--- src/rtl/pwm_bank_pkg.sv ---
// Shared types and constants for the pwm_bank PWM generator.
// The optional PWM_CENTER_ALIGN_EN macro (see pwm_bank.sv) does not touch this package.
package pwm_bank_pkg;

    typedef enum logic {
        ST_IDLE = 1'b0,
        ST_RUN  = 1'b1
    } pwm_state_t;

    localparam int PWM_NUM_CH_MIN     = 1;
    localparam int PWM_NUM_CH_MAX     = 16;
    localparam int PWM_WIDTH_MIN      = 4;
    localparam int PWM_WIDTH_MAX      = 16;

    localparam int DEFAULT_NUM_CH     = 4;
    localparam int DEFAULT_WIDTH      = 8;
    localparam int DEFAULT_PRESCALE_W = 8;

endpackage

--- src/rtl/pwm_bank_if.sv ---
// Control/status bundle between the command layer (master) and pwm_bank (slave).
interface pwm_bank_if
    import pwm_bank_pkg::*;
#(
    parameter int NUM_CH     = DEFAULT_NUM_CH,
    parameter int WIDTH      = DEFAULT_WIDTH,
    parameter int PRESCALE_W = DEFAULT_PRESCALE_W
) ();

    logic                    enable;
    logic [PRESCALE_W-1:0]   prescale;
    logic [WIDTH-1:0]        period;
    logic [NUM_CH-1:0]       ch_enable;
    logic [NUM_CH*WIDTH-1:0] duty;
    logic [NUM_CH-1:0]       update;
    logic [NUM_CH-1:0]       update_done;
    logic                    period_start;
    logic                    busy;
    logic [NUM_CH-1:0]       pwm_out;

    modport master (
        output enable, prescale, period, ch_enable, duty, update,
        input  update_done, period_start, busy, pwm_out
    );

    modport slave (
        input  enable, prescale, period, ch_enable, duty, update,
        output update_done, period_start, busy, pwm_out
    );

endinterface

--- src/rtl/pwm_bank_channel.sv ---
// One PWM channel: double-buffered duty/enable, load acknowledge and output compare.
module pwm_bank_channel #(
    parameter int WIDTH = 8
) (
    input  logic             clock,
    input  logic             reset_n,
    input  logic             i_boundary,
    input  logic             i_busy,
    input  logic [WIDTH-1:0] i_cnt,
    input  logic [WIDTH-1:0] i_duty,
    input  logic             i_update,
    input  logic             i_ch_enable,
    output logic             o_update_done,
    output logic             o_pwm_out
);

    logic [WIDTH-1:0] r_duty_act;
    logic             r_ch_en_act;
    logic             r_update_done;
    logic             r_pwm_out;

    // Shadow registers only move at period boundaries so the waveform never glitches.
    always_ff @(posedge clock or negedge reset_n) begin
        if (!reset_n) begin
            r_duty_act    <= '0;
            r_ch_en_act   <= 1'b0;
            r_update_done <= 1'b0;
            r_pwm_out     <= 1'b0;
        end else begin
            r_update_done <= i_boundary && i_update;
            r_pwm_out     <= i_busy && r_ch_en_act && (i_cnt < r_duty_act);
            if (i_boundary) begin
                r_ch_en_act <= i_ch_enable;
                if (i_update) begin
                    r_duty_act <= i_duty;
                end
            end
        end
    end

    assign o_update_done = r_update_done;
    assign o_pwm_out     = r_pwm_out;

endmodule

--- src/rtl/pwm_bank.sv ---
// Multi-channel PWM bank: shared prescaled timebase plus NUM_CH compare channels.
// Optional macro PWM_CENTER_ALIGN_EN selects an up/down (center-aligned) counter;
// without it the counter is edge-aligned (0..P, wrap).
//
// state   | meaning
// --------+-----------------------------------------------------------
// ST_IDLE | counter and prescaler parked at 0, outputs low
// ST_RUN  | timebase running; stop only at a wrap boundary
module pwm_bank
    import pwm_bank_pkg::*;
#(
    parameter int NUM_CH     = DEFAULT_NUM_CH,
    parameter int WIDTH      = DEFAULT_WIDTH,
    parameter int PRESCALE_W = DEFAULT_PRESCALE_W
) (
    input  logic       clock,
    input  logic       reset_n,
    pwm_bank_if.slave  bus
);

    pwm_state_t            r_state;
    logic [PRESCALE_W-1:0] r_presc;
    logic [WIDTH-1:0]      r_cnt;
    logic [WIDTH-1:0]      r_p_act;
    logic                  r_busy;
    logic                  r_period_start;

    logic                  w_tick;
    logic                  w_wrap;
    logic                  w_start;
    logic                  w_boundary;
    logic [WIDTH-1:0]      w_cnt_nxt;
    logic [NUM_CH-1:0]     w_update_done;
    logic [NUM_CH-1:0]     w_pwm_out;

`ifdef PWM_CENTER_ALIGN_EN
    logic                  r_down;
    logic                  w_down_nxt;

    // Up/down count 0..P..1; a peak of P=1 turns straight back to 0, P=0 stays at 0.
    always_comb begin
        w_cnt_nxt  = r_cnt;
        w_down_nxt = r_down;
        if (r_down) begin
            w_cnt_nxt  = r_cnt - 1'b1;
            w_down_nxt = (r_cnt != WIDTH'(1));
        end else if (r_cnt == r_p_act) begin
            w_cnt_nxt  = (r_p_act == '0) ? '0 : r_cnt - 1'b1;
            w_down_nxt = (r_p_act > WIDTH'(1));
        end else begin
            w_cnt_nxt  = r_cnt + 1'b1;
        end
    end
`else
    // Edge-aligned count 0..P then wrap.
    always_comb begin
        w_cnt_nxt = (r_cnt == r_p_act) ? '0 : r_cnt + 1'b1;
    end
`endif

    // >= keeps the prescaler from running away if prescale is lowered mid-period.
    assign w_tick     = (r_state == ST_RUN) && (r_presc >= bus.prescale);
    assign w_wrap     = w_tick && (w_cnt_nxt == '0);
    assign w_start    = (r_state == ST_IDLE) && bus.enable;
    // A wrap with enable low is the stop point, not the start of a new period.
    assign w_boundary = w_start || (w_wrap && bus.enable);

    // Timebase FSM with registered busy/period_start.
    always_ff @(posedge clock or negedge reset_n) begin
        if (!reset_n) begin
            r_state        <= ST_IDLE;
            r_presc        <= '0;
            r_cnt          <= '0;
            r_p_act        <= '0;
            r_busy         <= 1'b0;
            r_period_start <= 1'b0;
`ifdef PWM_CENTER_ALIGN_EN
            r_down         <= 1'b0;
`endif
        end else begin
            r_period_start <= w_boundary;
            case (r_state)
                ST_IDLE: begin
                    r_cnt   <= '0;
                    r_presc <= '0;
`ifdef PWM_CENTER_ALIGN_EN
                    r_down  <= 1'b0;
`endif
                    if (bus.enable) begin
                        r_state <= ST_RUN;
                        r_busy  <= 1'b1;
                        r_p_act <= bus.period;
                    end
                end
                ST_RUN: begin
                    if (w_tick) begin
                        r_presc <= '0;
`ifdef PWM_CENTER_ALIGN_EN
                        r_down  <= w_wrap ? 1'b0 : w_down_nxt;
`endif
                        if (w_wrap) begin
                            r_cnt <= '0;
                            if (bus.enable) begin
                                r_p_act <= bus.period;
                            end else begin
                                r_state <= ST_IDLE;
                                r_busy  <= 1'b0;
                            end
                        end else begin
                            r_cnt <= w_cnt_nxt;
                        end
                    end else begin
                        r_presc <= r_presc + 1'b1;
                    end
                end
                default: begin
                    r_state <= ST_IDLE;
                    r_busy  <= 1'b0;
                end
            endcase
        end
    end

    for (genvar i = 0; i < NUM_CH; i++) begin : g_ch
        pwm_bank_channel #(.WIDTH(WIDTH)) u_ch (
            .clock         (clock),
            .reset_n       (reset_n),
            .i_boundary    (w_boundary),
            .i_busy        (r_busy),
            .i_cnt         (r_cnt),
            .i_duty        (bus.duty[i*WIDTH +: WIDTH]),
            .i_update      (bus.update[i]),
            .i_ch_enable   (bus.ch_enable[i]),
            .o_update_done (w_update_done[i]),
            .o_pwm_out     (w_pwm_out[i])
        );
    end

    assign bus.busy         = r_busy;
    assign bus.period_start = r_period_start;
    assign bus.update_done  = w_update_done;
    assign bus.pwm_out      = w_pwm_out;

endmodule
--- src/flat_wrapper.sv ---
// flat-port wrapper written by rule: the top's interface ports become plain ports
module pwm_bank_flat import pwm_bank_pkg::*;
#(
    parameter int NUM_CH     = DEFAULT_NUM_CH,
    parameter int WIDTH      = DEFAULT_WIDTH,
    parameter int PRESCALE_W = DEFAULT_PRESCALE_W
)
  (clock, reset_n, bus_enable, bus_prescale, bus_period, bus_ch_enable, bus_duty, bus_update, bus_update_done, bus_period_start, bus_busy, bus_pwm_out);
  pwm_bank_if #(.NUM_CH(NUM_CH), .WIDTH(WIDTH), .PRESCALE_W(PRESCALE_W)) bus_i ();
  input  logic clock;
  input  logic reset_n;
  input wire logic [$bits(bus_i.enable)-1:0] bus_enable;
  input wire logic [$bits(bus_i.prescale)-1:0] bus_prescale;
  input wire logic [$bits(bus_i.period)-1:0] bus_period;
  input wire logic [$bits(bus_i.ch_enable)-1:0] bus_ch_enable;
  input wire logic [$bits(bus_i.duty)-1:0] bus_duty;
  input wire logic [$bits(bus_i.update)-1:0] bus_update;
  output wire logic [$bits(bus_i.update_done)-1:0] bus_update_done;
  output wire logic [$bits(bus_i.period_start)-1:0] bus_period_start;
  output wire logic [$bits(bus_i.busy)-1:0] bus_busy;
  output wire logic [$bits(bus_i.pwm_out)-1:0] bus_pwm_out;
  assign bus_i.enable = bus_enable;
  assign bus_i.prescale = bus_prescale;
  assign bus_i.period = bus_period;
  assign bus_i.ch_enable = bus_ch_enable;
  assign bus_i.duty = bus_duty;
  assign bus_i.update = bus_update;
  assign bus_update_done = bus_i.update_done;
  assign bus_period_start = bus_i.period_start;
  assign bus_busy = bus_i.busy;
  assign bus_pwm_out = bus_i.pwm_out;
  pwm_bank #(.NUM_CH(NUM_CH), .WIDTH(WIDTH), .PRESCALE_W(PRESCALE_W)) u_core (.clock(clock), .reset_n(reset_n), .bus(bus_i));
endmodule
--- config.mk ---
export PLATFORM = sky130hd
export DESIGN_NAME = pwm_bank_flat
export DESIGN_NICKNAME = d
export VERILOG_FILES = /design/src/rtl/pwm_bank_pkg.sv /design/src/rtl/pwm_bank_if.sv /design/src/rtl/pwm_bank_channel.sv /design/src/rtl/pwm_bank.sv /design/src/flat_wrapper.sv
export SDC_FILE = /design/constraint.sdc
export NUM_CORES = 1
export LEC_CHECK = 0
export BUFFER_PORTS_ARGS = -buffer_cell sky130_fd_sc_hd__buf_2
export CORE_ASPECT_RATIO = 0.9
export CORE_MARGIN = 5
export CORE_UTILIZATION = 51
export CTS_CLUSTER_DIAMETER = 150
export DETAILED_ROUTE_END_ITERATION = 7
export GPL_ROUTABILITY_DRIVEN = 0
export PLACE_DENSITY = 0.76
export REMOVE_ABC_BUFFERS = 1
export SYNTH_ARGS = -nofsm -noshare
export SYNTH_HDL_FRONTEND = slang
export SYNTH_HIERARCHICAL = 1
export SYNTH_SLANG_ARGS = --single-unit
--- constraint.sdc ---
create_clock -name clock -period 2.35 [get_ports clock]
set_input_delay 0.47 -clock clock [delete_from_list [all_inputs] [get_ports clock]]
set_output_delay 0.47 -clock clock [all_outputs]
set_load 0.05 [all_outputs]
Word level (Yosys, flattened, before mapping) --
Index checks and enable logic that the tools add are counted.
Operators by class: add/subtract/negate cells 2, order comparisons 5, equal/unequal tests 5, mux-type cells 19, bitwise gates (word level) 1, reductions and logical operators 24
Operator list (number):
- $mux W8 | 7
- $pmux W8 S2 | 3
- $lt A8 B8 Y1 | 4
- $add A8 B1 Y8 const B | 2
- $logic_and A1 B1 Y1 | 16
- $reduce_and A2 Y1 | 5
- $eq A8 B8 Y1 | 1
- $ge A8 B8 Y1 | 1
- $logic_not A8 Y1 | 1
- $ne A2 B2 Y1 const B | 4
- $mux W1 | 7
- $pmux W1 S2 | 2
- $reduce_and A4 Y1 | 1
- $logic_or A1 B1 Y1 | 1
- $not A1 Y1 | 1
Storage, ports and cells: register bits after elaboration 71, input port bits 59, output and inout port bits 10

Logic depth before layout (Yosys ltp) --
Gate-level depths: netlist (run 1).
depth after elaboration 7, depth in mapped cells 11, mapped depth without buffers 10

Modules after synthesis --
Netlist (run 1), hierarchy kept.
Modules (own cells, without submodules):
- pwm_bank_channel | instances 4, cells an instance 57, area each 594.3 um^2
- pwm_bank | instances 1, cells an instance 162, area each 1640.3 um^2

Worst setup path after synthesis (run 1) --
OpenSTA, ideal clock, no wires.
path type register to register, from register u_core.r_cnt[0], to register u_core.g_ch[0].u_ch.r_duty_act[0], library setup time 0.125 ns, arrival time 2.399 ns, slack -0.174 ns, stages on the path, launching flop included 11, path buffers 1, clock period less this slack 2.524 ns, path through dfrtp_1 > ha_1 > and2_2 > and3_1 > a31o_1 > and3_2 > a21o_1 > a31o_2 > buf_6 > nand2_4 > mux2_4
On the way: longest elaborated chain between the ends 7, elaborated cells on any way between the ends 8, classes of those cells 1 x add/sub; 1 x eq/ne; 1 x mux; 5 x reduce/logical
Ends and longest elaborated chain:
- start: declaration | RTL line pwm_bank.sv:23 | logic [WIDTH-1:0] r_cnt;
- start signal: assignment | RTL line pwm_bank.sv:110 | r_cnt <= w_cnt_nxt;
- $add A8 B1 Y8 / $eq A8 B8 Y1 (equally long branches) | RTL line pwm_bank.sv:57 | w_cnt_nxt = (r_cnt == r_p_act) ? '0 : r_cnt + 1'b1;
- $mux W8 * | RTL line pwm_bank.sv:57
- $logic_not A8 Y1 * | RTL line pwm_bank.sv:63 | assign w_wrap = w_tick && (w_cnt_nxt == '0);
- $logic_and A1 B1 Y1 * | RTL line pwm_bank.sv:63
- $logic_and A1 B1 Y1 * | RTL line pwm_bank.sv:66 | assign w_boundary = w_start || (w_wrap && bus.enable);
- $logic_or A1 B1 Y1 * | RTL line pwm_bank.sv:66
- net u_core.w_boundary | RTL line pwm_bank.sv:31 | logic w_boundary;
- $reduce_and A2 Y1 (no line) *
- end signal: assignment | RTL line pwm_bank_channel.sv:35 | r_duty_act <= i_duty;
- end: declaration | RTL line pwm_bank_channel.sv:17 | logic [WIDTH-1:0] r_duty_act;
Mark *: on every way through the listed nets, which the timed path passes. The rest lies on a longest branch. A chain may end at the register's enable or synchronous reset.

Worst setup path in the final report (run 1) --
from register u_core.r_cnt[1], to register u_core.g_ch[3].u_ch.r_duty_act[0]
On the way: longest elaborated chain between the ends 7, elaborated cells on any way between the ends 8, classes of those cells 1 x add/sub; 1 x eq/ne; 1 x mux; 5 x reduce/logical
Ends and longest elaborated chain (RTL line):
- $add A8 B1 Y8 / $eq A8 B8 Y1 (equally long branches) | pwm_bank.sv:57
- $mux W8 * | pwm_bank.sv:57
- $logic_not A8 Y1 * | pwm_bank.sv:63
- $logic_and A1 B1 Y1 * | pwm_bank.sv:63
- $logic_and A1 B1 Y1 * | pwm_bank.sv:66
- $logic_or A1 B1 Y1 * | pwm_bank.sv:66
- net u_core.w_boundary | pwm_bank.sv:31
- $reduce_and A2 Y1 (no line) *
- end signal: assignment | pwm_bank_channel.sv:35
- end: declaration | pwm_bank_channel.sv:17
Marks and branches as above.

==> impl_metrics.py, run 1 <==
metrics = {
    "status": {
        "status": "complete, no violations",
    },
    "routing": {
        "firstDrtPassIters": 5,
        "ant_nets": 0,
        "wl_per_cell_um": 16.7,
        "routed-via-count": 3303,
        "detail_route.iter0.violations": 242,
        "post_drt_via_cell_ratio": 5.56,
        "detail_route.wirelength_um": 9930,
        "drc": 0,
    },
    "logic_synthesis": {
        "dominantRegCellSynth": "sky130_fd_sc_hd__dfrtp_1",
        "postSynthAreaPerCell_um2": 10.3,
        "synth_top_cells_by_area": "sky130_fd_sc_hd__dfrtp_1, sky130_fd_sc_hd__ha_1, sky130_fd_sc_hd__o21ai_0, sky130_fd_sc_hd__nand3_1, sky130_fd_sc_hd__inv_1",
        "synthArstFlopShare": 1.00,
        "synth_area_leader_cell": "sky130_fd_sc_hd__dfrtp_1",
        "synth-seq-cells": 71,
        "netlist_area_um2": 4020,
        "synth-edff-count": 0,
        "post_synth_inst_count": 390,
        "synth_cell_type_count": 47,
        "synth_seq_area_share": 0.442,
        "yosysWarnings": 6,
        "yosysTopAreaCellShare": 0.442,
    },
    "run": {
        "max_cap_violations": 0,
    },
    "global_routing": {
        "wire_length_of_the_first_global_routing_pass_um": 16100,
        "grt_antenna_before_repair": 0,
        "all_layer_gr_usage": 0.206,
        "via_count_of_the_first_global_routing_pass": 3318,
        "grt_max_degree": 31,
        "global_route.overflow_total": 0,
    },
    "setup_path": {
        "worstPathCellList": "ha_2 -> and2_4 -> and3_4 -> a31o_1 -> and3_4 -> a21o_1 -> a31o_4 -> nand2_4 -> mux2_4",
        "worst_ep_required_time_ns": 2.59,
        "crit_buf_inv": 0,
        "worstRegToRegCells": 9,
        "flop2flop_setup_slack_ns": 0.02,
        "setup.worst_path.end": "u_core/g_ch[3].u_ch/r_duty_act[0]",
        "r2r-end": "u_core/g_ch[3].u_ch/r_duty_act[0]",
        "critical_path.endpoint_type": "flop",
        "critPathMostFrequentCell": "sky130_fd_sc_hd__and3_4",
        "worst-path-max-fanout": 7,
        "worst_path_dominant_cell_family": "compound AO/OA/AOI/OAI gates",
        "timing.setup.critical_path_class": "flop to flop",
        "arrival_time_of_data_at_the_critical_path_endpoint_ns": 2.56,
        "reg2reg_from": "u_core/r_cnt[1]",
        "critical-path-max-stage-delay_ns": 0.40,
        "worst_setup_path_startpoint": "u_core/r_cnt[1]",
        "worst_setup_path_start_kind": "flop",
        "slowest_stage": "sky130_fd_sc_hd__dfrtp_1",
        "critical_path_depth": 9,
    },
    "layout": {
        "num_antenna_cells": 0,
        "area_delta_synth_final_pct": 24.6,
        "fillCellCount": 596,
        "final_net_count": 591,
        "final_common_cell": "sky130_fd_sc_hd__dfrtp_1",
        "mostFrequentLayoutCells": "sky130_fd_sc_hd__dfrtp_1, sky130_fd_sc_hd__buf_2, sky130_fd_sc_hd__inv_1",
        "share_of_post_route_cells_with_drive_strength_above_1": 0.347,
        "final_core_utilization": 0.657,
    },
    "die": {
        "design.core.area_um2": 7620,
        "rows": 30,
        "floorplan.die_area_um2": 9750,
        "initial_utilization": 0.527,
        "io-pin-count": 69,
        "fp.dieH_um": 94.2,
        "die_width_um": 104,
    },
    "cts": {
        "cts_inserted_buffers": 9,
        "clkLatencyLatePin_ns": 0.35,
        "worst_setup_hold_path_clk_slew_ns": 0.08,
        "cts_root_buffer": "sky130_fd_sc_hd__clkbuf_8",
        "cts-htree-levels": 3,
        "clock_path_buffers": 2,
        "cts_hold_buf": 0,
        "clock-sinks": 71,
        "tritoncts": "yes",
    },
    "sta": {
        "grt_setup_unrepaired": "yes",
        "fmax_mhz": 429,
        "report.final.setup_viol": 0,
        "max_slew_headroom": 0.716,
        "worst_clock_skew_ns": 0.00902,
        "timing.setup.tns_ns": 0,
        "slew_viol_final": 0,
        "final-hold-violation-count": 0,
        "period_minus_slack_ns": 2.33,
        "tightestPinTransition_ns": 0.426,
        "final.period_utilization": 0.991,
    },
    "placed_design": {
        "port_buffers": 68,
        "hpwl_detailed_um": 6890,
    },
    "power_and_ir_drop": {
        "power_density_nw_per_um2": 1130,
        "vdd_drop_max_mv": 0.634,
        "power.static_leakage_nw": 2.64,
    },
    "hold_path": {
        "worstHoldPathType": "input pin to async pin",
    },
}
-- sequential cells by signal (all words and copies together), names as in the netlist --
signal	cells
u_core/g_ch.u_ch/r_duty_act	32
u_core/r_state	1
u_core/bus.busy	1
u_core/r_cnt	8
u_core/g_ch.u_ch/o_update_done	4
u_core/g_ch.u_ch/r_ch_en_act	4
u_core/r_presc	8
u_core/r_p_act	8
u_core/bus.period_start	1
u_core/g_ch.u_ch/o_pwm_out	4
-- what timing repair did --
| item | in CTS | in global routing |
|---|---|---|
| cloned | 1 | 1 |
| buffers inserted | 6 | 2 |
| pin swaps | 5 | 11 |
| resized for setup | 6 | 17 |
| setup endpoints to repair | 41 | 49 |
-- area by class of cell --
cell class,count,area [um2],area share
clock inverter,5,105,0.0210
multi-input combinational,260,2030,0.406
tap,96,120,0.0240
clock buffer,11,141,0.0282
timing repair buffer,105,659,0.132
inverter,46,173,0.0345
sequential,71,1780,0.355
-- worst register-to-register path: cells and delay by family, from the launching register on --
family                   cells  cell delay (ns)
flip-flops                   1             0.40
adder cells (fa/ha/maj)      1             0.20
multiplexers                 1             0.29
AND/OR/NAND/NOR              4             0.58
AO/OA/AOI/OAI                3             0.76
-- worst min path at each step --
stage / start / endpoint / slack (ns) / cells after the start
3_5_place_dp: reset_n / u_core/g_ch[0].u_ch/o_update_done / 0.43 / 1
5_1_grt: reset_n / u_core/g_ch[0].u_ch/o_update_done / 0.07 / 1
3_3_place_gp: reset_n / u_core/g_ch[0].u_ch/o_update_done / 0.43 / 1
2_1_floorplan: reset_n / u_core/bus.busy / 0.17 / 0
6_report: reset_n / u_core/g_ch[0].u_ch/o_update_done / 0.04 / 1
4_1_cts: reset_n / u_core/g_ch[0].u_ch/o_update_done / 0.04 / 1
-- metal layers --
layer / GRT usage / wire length [um] / vias to the layer above
li1: - / - / 1562
met1: 0.267 / 4300 / 1614
met2: 0.336 / 4910 / 115
met3: 0.0570 / 617 / 12
met4: 0.0634 / 102 / 0
met5: 0 / 0 / -
-- per-stage QoR --
stage / instance area (um2) / total power [mW] / cells / hold WS, ns / setup WS (ns)
after floorplan: 3890 / 3.45 / 376 / 0.174 / -0.301
after global placement: 4580 / 4.07 / 568 / 0.430 / -0.170
after detailed placement: 4580 / 4.19 / 568 / 0.433 / -0.211
after CTS: 4900 / 5.54 / 591 / 0.0377 / 0.00750
after global routing: 5010 / 6.01 / 594 / 0.0654 / -0.0335
final: 5010 / 5.64 / 594 / 0.0399 / 0.0209
-- kinds of logic (layout without fill, tap and decap cells) --
kind of cell,Yosys count,count (layout),share of synthesized area
compound gates,80,81,0.130
xor+xnor,16,16,0.0349
fa+ha+maj,39,39,0.121
buf+inv,60,167,0.0741
flops,71,71,0.442
mux,17,17,0.0514
simple gates,107,107,0.146
-- Yosys cell counts, drive strengths merged, types with 5 or more instances --
cell	instances
a21oi	7
a211oi	8
mux2	17
ha	39
o21ai	43
xor2	5
buf	13
nand3	37
nor2b	7
nand4	6
nand2	14
and3	7
a22o	5
inv	46
nor2	23
xnor2	11
dfrtp	71
-- where the power goes --
part,switching [mW],internal [mW],total [mW]
Clock,0.469,0.734,1.20
Combinational,1.34,1.11,2.46
Sequential,0.266,1.71,1.98
No activity file was read; power rests on OpenSTA's default activity.
==> run 2, diff against run 1 <==
--- a/config.mk
+++ b/config.mk
@@ -13,7 +13,6 @@
 export DETAILED_ROUTE_END_ITERATION = 7
 export GPL_ROUTABILITY_DRIVEN = 0
 export PLACE_DENSITY = 0.76
-export REMOVE_ABC_BUFFERS = 1
 export SYNTH_ARGS = -nofsm -noshare
 export SYNTH_HDL_FRONTEND = slang
 export SYNTH_HIERARCHICAL = 1
==> impl_metrics.py, run 2 (synthesis gave the netlist of run 1 again) <==
metrics = {
    "sta": {
        "report.final.setup_viol": 0,
        "final-hold-violation-count": 0,
        "slew_viol_final": 0,
        "grt_setup_unrepaired": "yes",
        "worst_clock_skew_ns": 0.0113,
        "max_slew_headroom": 0.746,
        "fmax_mhz": 427,
        "final.period_utilization": 0.998,
        "period_minus_slack_ns": 2.34,
        "fin_hold_ws_ns": 0.132,
        "layout_setup_ws_ns": 0.00577,
        "tightestPinTransition_ns": 0.380,
    },
    "placed_design": {
        "port_buffers": 68,
        "pre_cts_slack_ns": -0.108,
        "post_dp_cell_area_um2": 4620,
        "hpwl_detailed_um": 6820,
        "number_of_instances_in_the_placed_design": 567,
    },
    "layout": {
        "num_antenna_cells": 0,
        "finish.instance_area_um2": 4990,
        "area_delta_synth_final_pct": 24.3,
        "final_net_count": 590,
        "top_reg_by_flops": "u_core/g_ch.u_ch/r_duty_act",
        "layoutNonFillerInstCount": 593,
        "share_of_post_route_cells_with_drive_strength_above_1": 0.346,
        "largest_reg_flops": 32,
        "mostFrequentLayoutCells": "sky130_fd_sc_hd__dfrtp_1, sky130_fd_sc_hd__buf_2, sky130_fd_sc_hd__inv_1",
        "final_common_cell": "sky130_fd_sc_hd__dfrtp_1",
    },
    "power_and_ir_drop": {
        "power_density_nw_per_um2": 1140,
        "power.static_leakage_nw": 2.62,
        "vdd_drop_max_mv": 0.703,
        "power_frac_clock": 0.227,
        "seq_power_share": 0.349,
        "switching_power_as_a_share_of_total_power": 0.362,
        "switching_power_mw": 2.06,
        "combPwrFrac": 0.424,
        "cell_internal_pwr_mw": 3.63,
    },
    "cts": {
        "clock_path_buffers": 2,
        "cts_root_buffer": "sky130_fd_sc_hd__clkbuf_8",
        "clkLatencyLatePin_ns": 0.35,
        "clock-sinks": 71,
        "cts_hold_buf": 0,
        "cts_inserted_buffers": 9,
        "cts-htree-levels": 3,
        "worst_setup_hold_path_clk_slew_ns": 0.08,
        "tritoncts": "yes",
    },
    "routing": {
        "detail_route.wirelength_um": 9410,
        "routed-via-count": 3233,
        "wl_per_cell_um": 15.9,
        "detail_route.iter0.violations": 170,
        "ant_nets": 0,
        "firstDrtPassIters": 4,
        "drc": 0,
        "post_drt_via_cell_ratio": 5.45,
    },
    "die": {
        "rows": 30,
        "initial_utilization": 0.527,
        "die_width_um": 104,
        "floorplan.die_area_um2": 9750,
        "fp.dieH_um": 94.2,
        "design.core.area_um2": 7620,
        "io-pin-count": 69,
    },
    "setup_path": {
        "critical-path-max-stage-delay_ns": 0.44,
        "worst_path_dominant_cell_family": "compound AO/OA/AOI/OAI gates",
        "critPathMostFrequentCell": "sky130_fd_sc_hd__and3_4",
        "worstPathCellList": "ha_4 -> and2_4 -> and3_4 -> a31o_1 -> and3_4 -> a21o_1 -> a31o_4 -> buf_12 -> nand2_4 -> mux2_4",
        "critical_path.endpoint_type": "flop",
        "slowest_stage": "sky130_fd_sc_hd__dfrtp_2",
        "crit_buf_inv": 1,
        "worst_ep_required_time_ns": 2.59,
        "timing.setup.critical_path_class": "flop to flop",
        "worst-path-max-fanout": 6,
        "arrival_time_of_data_at_the_critical_path_endpoint_ns": 2.58,
        "worst_setup_path_start_kind": "flop",
    },
    "global_routing": {
        "all_layer_gr_usage": 0.200,
        "wire_length_of_the_first_global_routing_pass_um": 16000,
        "via_count_of_the_first_global_routing_pass": 3431,
        "grt_max_degree": 72,
        "global_route.overflow_total": 0,
        "grt_antenna_before_repair": 0,
    },
    "logic_synthesis": {
        "post_synth_net_total": 488,
    },
    "hold_path": {
        "worstHoldPathType": "input pin to async pin",
    },
    "run": {
        "max_cap_violations": 0,
    },
    "status": {
        "status": "complete, no violations",
    },
}
==> run 2: cell count changes in the layout (fill, tap and decap cells not counted), sizes merged <==
cell and delta:
a31o -1, clkinvlp -1, clkbuf -2, buf +1, clkinv +1, bufinv +1
==> run 2: timing repair <==
action                                  in CTS  in global routing
pin swaps                                    4                  4
resized for setup                            6                 11
endpoints found under the setup margin      16                 43
endpoints found under the hold margin        0                  0
setup buffers                                7                  3
==> run 2: layout make-up <==
class                   count  area, um2
well taps                  96        120
multi-input cells         259       2000
repair buffers            105        658
inverters                  46        173
fillers                   620       2630
clock buffers              10        128
flip-flops and latches     71       1780
clock inverters             6        133
==> run 2: worst paths after layout <==
check / start / end / slack, ns / depth (start not counted)
setup / recovery: u_core/r_cnt[1] / u_core/g_ch[3].u_ch/r_duty_act[0] / 0.006 / 10
max in group asynchronous: reset_n / u_core/r_cnt[0] / 1.90 / 2
min in group clock: bus_ch_enable[1] / u_core/g_ch[1].u_ch/r_ch_en_act / 0.34 / 2
setup reg to reg: u_core/r_cnt[1] / u_core/g_ch[3].u_ch/r_duty_act[0] / 0.006 / 10
hold / removal: reset_n / u_core/g_ch[1].u_ch/r_duty_act[5] / 0.13 / 2
hold reg to reg: u_core/g_ch[2].u_ch/r_duty_act[0] / u_core/g_ch[2].u_ch/r_duty_act[0] / 0.52 / 1
==> run 2: worst register-to-register path, delay by kind of cell, from the launching register on <==
kind,cells,cell delay [ns]
fa+ha+maj,1,0.17
flops,1,0.44
buf+inv,1,0.15
simple gates,4,0.53
mux,1,0.29
compound gates,3,0.65
==> run 2: per-layer routing <==
metal	global-route usage	vias to the layer above	wire, um
li1	-	1568	-
met1	0.248	1556	4110
met2	0.332	94	4570
met3	0.0701	15	601
met4	0.0568	0	127
met5	0	-	0
==> run 2: power groups by stage <==
stage | sequential [mW] | combinational, mW | clock, mW
after floorplan | 2.11 | 1.46 | 0
after global placement | 1.99 | 2.14 | 0
after detailed placement | 2.01 | 2.25 | 0
after CTS | 1.99 | 2.35 | 1.30
after global routing | 2.04 | 2.70 | 1.36
final | 1.99 | 2.41 | 1.29
==> run 2: metrics by stage <==
stage	TNS [ns]	total power [mW]	utilization
after floorplan	0	3.57	-
after detailed placement	-0.868	4.26	0.606
after CTS	-0.0119	5.64	0.651
final	0	5.69	0.655
after global routing	-0.227	6.10	0.655
after global placement	0	4.13	0.606
